## src/rtl/dmem_responder.sv

```systemverilog
// dmem_responder
//   Multi-cycle data-memory responder behind the MEM-stage load/store port.
//   A well-formed request seen in IDLE is latched and the pipeline is stalled
//   for exactly LATENCY cycles; the access happens on the last stall edge and
//   the result is presented for one cycle in RESP. Misaligned requests and
//   requests with both read and write set are rejected with an err pulse.
//
// Ports
//   clk          rising-edge clock
//   rst_n        asynchronous active-low reset
//   req_read     load request
//   req_write    store request
//   req_addr     byte address; word index = req_addr[log2(DEPTH)+1:2]
//   req_wdata    store data
//   stall        hold upstream pipeline registers and PC while high
//   rdata        last read data (held until the next read completes)
//   rdata_valid  one-cycle pulse, rdata updated this cycle
//   wr_done      one-cycle pulse, store committed
//   err          one-cycle pulse, request rejected
module dmem_responder #(
    parameter int DEPTH   = 64,
    parameter int LATENCY = 2
) (
    input  logic        clk,
    input  logic        rst_n,
    input  logic        req_read,
    input  logic        req_write,
    input  logic [31:0] req_addr,
    input  logic [31:0] req_wdata,
    output logic        stall,
    output logic [31:0] rdata,
    output logic        rdata_valid,
    output logic        wr_done,
    output logic        err
);

    localparam int         AW       = $clog2(DEPTH);
    localparam bit         SINGLE   = (LATENCY == 1);
    localparam logic [3:0] CNT_INIT = 4'(LATENCY - 1);

    localparam logic [1:0] IDLE = 2'd0;
    localparam logic [1:0] WAIT = 2'd1;
    localparam logic [1:0] RESP = 2'd2;

    logic [1:0]    state;
    logic [3:0]    cnt;
    logic          op_write;
    logic [AW-1:0] idx_q;
    logic [31:0]   wdata_q;
    logic [31:0]   rdata_q;
    logic          err_q;
    logic [31:0]   mem [DEPTH];

    logic          any_req;
    logic          bad_req;
    logic          accept;
    logic          access_now;
    logic          acc_write;
    logic [AW-1:0] acc_idx;
    logic [31:0]   acc_wdata;
    logic          unused_addr;

    // Upper address bits only select aliases of the same word.
    assign unused_addr = ^req_addr[31:AW+2];

    assign any_req = req_read | req_write;
    assign bad_req = (req_addr[1:0] != 2'b00) || (req_read && req_write);
    assign accept  = (state == IDLE) && any_req && !bad_req;

    // With a single stall cycle the access coincides with the accept edge and
    // must use the live request; otherwise it uses the latched copy.
    assign access_now = rst_n && ((accept && SINGLE) || (state == WAIT && cnt == 4'd1));

    always_comb begin
        acc_write = op_write;
        acc_idx   = idx_q;
        acc_wdata = wdata_q;
        if (state == IDLE) begin
            acc_write = req_write;
            acc_idx   = req_addr[AW+1:2];
            acc_wdata = req_wdata;
        end
    end

    always_ff @(posedge clk or negedge rst_n) begin
        if (!rst_n) begin
            state    <= IDLE;
            cnt      <= '0;
            op_write <= 1'b0;
            idx_q    <= '0;
            wdata_q  <= '0;
            rdata_q  <= '0;
            err_q    <= 1'b0;
        end else begin
            err_q <= (state == IDLE) && any_req && bad_req;
            if (access_now && !acc_write) begin
                rdata_q <= mem[acc_idx];
            end
            case (state)
                IDLE: begin
                    if (accept) begin
                        op_write <= req_write;
                        idx_q    <= req_addr[AW+1:2];
                        wdata_q  <= req_wdata;
                        if (SINGLE) begin
                            state <= RESP;
                        end else begin
                            cnt   <= CNT_INIT;
                            state <= WAIT;
                        end
                    end
                end
                WAIT: begin
                    cnt <= cnt - 4'd1;
                    if (cnt == 4'd1) begin
                        state <= RESP;
                    end
                end
                RESP:    state <= IDLE;
                default: state <= IDLE;
            endcase
        end
    end

    // Storage array is deliberately not reset.
    always_ff @(posedge clk) begin
        if (access_now && acc_write) begin
            mem[acc_idx] <= acc_wdata;
        end
    end

    // Gating with rst_n makes stall fall as soon as reset is asserted, even if
    // a request is still being presented while the state is already IDLE.
    assign stall       = rst_n && (accept || state == WAIT);
    assign rdata       = rdata_q;
    assign rdata_valid = (state == RESP) && !op_write;
    assign wr_done     = (state == RESP) && op_write;
    assign err         = err_q;

endmodule

```

## config.mk

```make
export PLATFORM = sky130hd
export DESIGN_NAME = dmem_responder
export DESIGN_NICKNAME = d
export VERILOG_FILES = /design/src/rtl/dmem_responder.sv
export SDC_FILE = /design/constraint.sdc
export NUM_CORES = 2
export LEC_CHECK = 0
export CORE_ASPECT_RATIO = 0.75
export CORE_MARGIN = 3
export CORE_UTILIZATION = 24
export DETAILED_ROUTE_END_ITERATION = 12
export GPL_TIMING_DRIVEN = 0
export PLACE_DENSITY = 0.36
export SKIP_LAST_GASP = 1
export SYNTH_ARGS = -nofsm -noshare
export SYNTH_HDL_FRONTEND = slang
export SYNTH_SLANG_ARGS = --single-unit
```

## constraint.sdc

```tcl
create_clock -name clk -period 12.5 [get_ports clk]
set_input_delay 2.5 -clock clk [delete_from_list [all_inputs] [get_ports clk]]
set_output_delay 2.5 -clock clk [all_outputs]
set_load 0.005 [all_outputs]
```

==> summary.txt <==
==================================================================================================
PD cells                                                                               249 nW/um^2
Weighted congestion at the end of routability-driven global placement                        0.901
Hold Crit Class                                                                            reg2reg
Max-cap violations                                                                              16
Arrival @ worst endpoint                                                                   9.15 ns
Master cell of the clock root buffer                                                  sky130_fd_sc_hd__clkbuf_16
Highest Clock Rate                                                                         117 MHz
Dominant cells by area after synthesis                                                sky130_fd_sc_hd__edfxtp_1, sky130_fd_sc_hd__mux2i_1, sky130_fd_sc_hd__dfrtp_1, sky130_fd_sc_hd__mux2_2, sky130_fd_sc_hd__a222oi_1
Final instance area                                                                    100000 um^2
Layout cell share with drive strength beyond 1                                               0.200
Leakage power                                                                              31.6 nW
Top-level I/O count                                                                            104
Req. time, crit path                                                                      13.08 ns
Worst Setup Slack, final                                                                   3.93 ns
Std-Cell Rows                                                                                  184
Async S/R FF share, synth                                                                   0.0367
Fraction of post-synthesis cell area in the top cell type by area                            0.759
Largest driver fanout on the critical path                                                      13
Total of warnings raised by yosys                                                                0
Number of enable flip-flop cells after synthesis                                              2048
Compound-cell area share of the yosys netlist                                                0.112
Number of buffers between clock root and the deepest sink                                        4
Pin count of the biggest net entering global routing                                            65
Highest ir drop seen on vdd                                                               0.218 mV
Number of remaining DRC errors                                                                   0
Deepest level of the CTS H-tree                                                                  4
Count leader, synth                                                                   sky130_fd_sc_hd__edfxtp_1
Register-to-register setup slack                                                           5.66 ns
Depth of the worst register-to-register path                                                    11
Vias in the first global route                                                               50600
Clock transition time at the flip-flop clock pins of the worst setup and hold paths        0.07 ns
Fraction of the mapped netlist area in adder cells                                        0.000309
Outcome                                                                               complete, but fails checks
Detail-routed net length per standard cell                                                 50.6 um
Width of the chip                                                                           677 um
Violations in the final reports                                                       max-capacitance violations, max-slew violations
Capturing element type of the critical path                                              flip-flop
Count of final max-slew check failures                                                         130
Dominant register cell in the synthesized netlist                                     sky130_fd_sc_hd__edfxtp_1
Max Clock Skew                                                                           0.0577 ns
Estimated wirelength of the detail-placed design                                         343000 um
Worst setup SP type                                                                     input port
Slew margin rel.                                                                           -0.0951
Placeable core region                                                                  335000 um^2
Final period demand of the worst path                                                      8.57 ns
Post-cts hold buffer count                                                                       0
Share of cell area taken by muxes after synthesis                                           0.0519
Die area                                                                               345000 um^2
Post-Syn Nets                                                                                 4714
Number of storage elements in the synthesis netlist                                           2126
Netlist area before placement                                                           81000 um^2
Buffer count from post-CTS setup fixing                                                          0
TritonCTS clock tree                                                                         built
Library cells used by synthesis                                                                 77
Post-synthesis area per instance                                                         17.4 um^2
Critical R2R Capture                                                                    mem[42][9]
Buffers on Ports                                                                                79
Total overflow reported by the global router                                                     0
Final Net Count                                                                               5260
Final WL                                                                                 500000 um
First-iteration detailed-routing DRC count                                                   13500
Clock buffers created by TritonCTS                                                             228
Portion of the post-synthesis area used by sequential elements                               0.783
Synthesized netlist cell count                                                                4644
Startpoint of the lowest-slack register-to-register path                                  state[1]
Cell occurring most often along the worst timing path                                 sky130_fd_sc_hd__buf_2
Share of synthesized cell area in and, or, nand and nor gates                               0.0337
Endpoints failing hold                                                                           0
Worst slack at placement                                                                   3.37 ns
Largest stage delay on the critical path                                                   1.09 ns
Post-detailed-route via-to-cell ratio                                                         5.84
Wire length of the first global-routing pass                                             615000 um
Endpoints failing setup                                                                          0
Floorplan die height                                                                        509 um
Overall via count from detail_route                                                          57700
Count of clock tree sinks                                                                     2126
Number of antenna violations at the first check in global routing                              108
Cell accounting for the most synthesized area                                         sky130_fd_sc_hd__edfxtp_1
Initial core utilization                                                                     0.241
Cell Chain, Critical Path                                                             clkdlybuf4s50_1 > buf_2 > or4_1 > clkbuf_1 > o22ai_1 > buf_2 > buf_2 > buf_2 > nand2_1 > nor2_4 > buf_12 > buf_12
Xor and xnor fraction of the mapped netlist area                                          0.000216
Dominant combinational cell family by area after synthesis                            compound AO/OA/AOI/OAI gates
Unrepaired setup endpoints after global routing                                                 no
Post-synth top cells                                                                  sky130_fd_sc_hd__edfxtp_1, sky130_fd_sc_hd__nand2_1, sky130_fd_sc_hd__a22oi_1
Standard cell area after detailed placement                                             93200 um^2
Worst-Margin Slew                                                                          1.63 ns
Final Cycle Share                                                                            0.686
Critical path start-end classification                                                      in2reg
Number of resized instances in the post-cts repair step                                          0
Total GRT Usage                                                                              0.281
Cell with the largest stage delay on the worst path                                   sky130_fd_sc_hd__buf_2
Antenna violation net count after detailed routing                                               0
Layout Area Growth over Synthesis                                                            23.8%
Count of TritonRoute iterations in the first routing pass                                        8
Latest clock arrival within the worst-skew pair                                            0.94 ns
Setup crit start                                                                       req_addr[2]
Worst Setup EP                                                                          mem[42][9]
==================================================================================================
## layout make-up
class / instances / area [um^2]
Buffer: 308 / 1540
Multi-Input combinational cell: 2202 / 16900
Fill cell: 32800 / 235000
Antenna cell: 34 / 85.1
Tap cell: 4464 / 5590
Inverter: 8 / 30.0
Clock inverter: 123 / 932
Clock buffer: 290 / 6020
Timing Repair Buffer: 316 / 5720
Sequential cell: 2126 / 63500
## power breakdown
group          internal, W  leakage, nW  switching [W]
registers          0.00903         19.4       0.000148
logic              0.00196         8.75        0.00717
clock network      0.00367         3.39        0.00303
## placed cells by master, fill, tap and decap left out, types with 10 or more instances in the layout
cell | synthesis | layout
sky130_fd_sc_hd__nor2_4 | 0 | 67
sky130_fd_sc_hd__edfxtp_1 | 2048 | 2048
sky130_fd_sc_hd__nor4_1 | 31 | 28
sky130_fd_sc_hd__buf_4 | 25 | 37
sky130_fd_sc_hd__a22oi_1 | 221 | 221
sky130_fd_sc_hd__clkbuf_16 | 0 | 230
sky130_fd_sc_hd__a31oi_1 | 129 | 128
sky130_fd_sc_hd__buf_6 | 7 | 11
sky130_fd_sc_hd__and3_1 | 24 | 24
sky130_fd_sc_hd__diode_2 | 0 | 34
sky130_fd_sc_hd__o22a_1 | 27 | 27
sky130_fd_sc_hd__buf_8 | 0 | 17
sky130_fd_sc_hd__nand2_4 | 1 | 28
sky130_fd_sc_hd__a21oi_1 | 150 | 145
sky130_fd_sc_hd__mux2_2 | 171 | 171
sky130_fd_sc_hd__o21a_1 | 14 | 14
sky130_fd_sc_hd__clkbuf_1 | 130 | 121
sky130_fd_sc_hd__buf_16 | 0 | 61
sky130_fd_sc_hd__nand3_1 | 49 | 49
sky130_fd_sc_hd__a221oi_1 | 81 | 81
sky130_fd_sc_hd__clkinv_2 | 0 | 31
sky130_fd_sc_hd__a22o_1 | 121 | 121
sky130_fd_sc_hd__o22ai_1 | 74 | 74
sky130_fd_sc_hd__nand4_1 | 10 | 10
sky130_fd_sc_hd__nor3_1 | 20 | 19
sky130_fd_sc_hd__o21ai_0 | 79 | 77
sky130_fd_sc_hd__nor2_2 | 2 | 12
sky130_fd_sc_hd__clkbuf_2 | 0 | 66
sky130_fd_sc_hd__dfrtp_1 | 78 | 78
sky130_fd_sc_hd__bufinv_16 | 0 | 14
sky130_fd_sc_hd__buf_2 | 113 | 126
sky130_fd_sc_hd__clkinv_1 | 0 | 69
sky130_fd_sc_hd__mux2i_1 | 217 | 217
sky130_fd_sc_hd__nor2_1 | 139 | 62
sky130_fd_sc_hd__a222oi_1 | 187 | 187
sky130_fd_sc_hd__clkdlybuf4s50_1 | 0 | 78
sky130_fd_sc_hd__nand2_1 | 277 | 244
sky130_fd_sc_hd__a41oi_1 | 19 | 19
sky130_fd_sc_hd__buf_12 | 0 | 143
sky130_fd_sc_hd__buf_1 | 33 | 20
## critical path: cells and delay by family
| family | cells | cell delay (ns) |
|---|---|---|
| AOI/OAI and AO/OA | 1 | 0.54 |
| buffers and inverters | 8 | 3.97 |
| and+or+nand+nor | 3 | 1.99 |
## routing by layer
metal	track usage	share of wire	vias up
li1	-	-	20500
met1	0.389	0.41	31300
met2	0.386	0.40	4898
met3	0.109	0.14	925
met4	0.123	0.048	32
met5	0	0.00050	-
## flip-flops by register name (all words and copies together), names as in the netlist
register and cells:
state 2, idx_q 6, err 1, cnt 4, rdata 32, mem 2048, op_write 1, wdata_q 32
## metrics by stage
stage               setup TNS [ns]  utilization  instances  hold WS (ns)  power, W
finish                           0        0.299       9871         0.501    0.0250
global route                     0        0.299       9840         0.516    0.0251
CTS                              0        0.299       9836         0.498    0.0246
detailed placement               0        0.278       9423         0.490    0.0180
global placement          -5646.46        0.261       9187         0.484    0.0176
floorplan                        0            -       4644         0.458    0.0123
## kinds of logic after synthesis
family                     count (synthesis)
AOI/OAI and AO/OA                       1200
and+or+nand+nor                          604
xor gates and xnor gates                   2
muxes                                    394
buffers and inverters                    316
DFF                                     2126
adders and majority gates                  2
## how the worst min path moves through the flow
stage	start	to	cells after the start	slack, ns
floorplan	cnt[3]	cnt[3]	1	0.46
global placement	cnt[0]	cnt[0]	1	0.48
detailed placement	cnt[0]	cnt[0]	1	0.49
CTS	cnt[0]	cnt[0]	1	0.50
global route	cnt[0]	cnt[0]	1	0.52
finish	cnt[0]	cnt[0]	1	0.50
(Power assumes the default switching activity.)
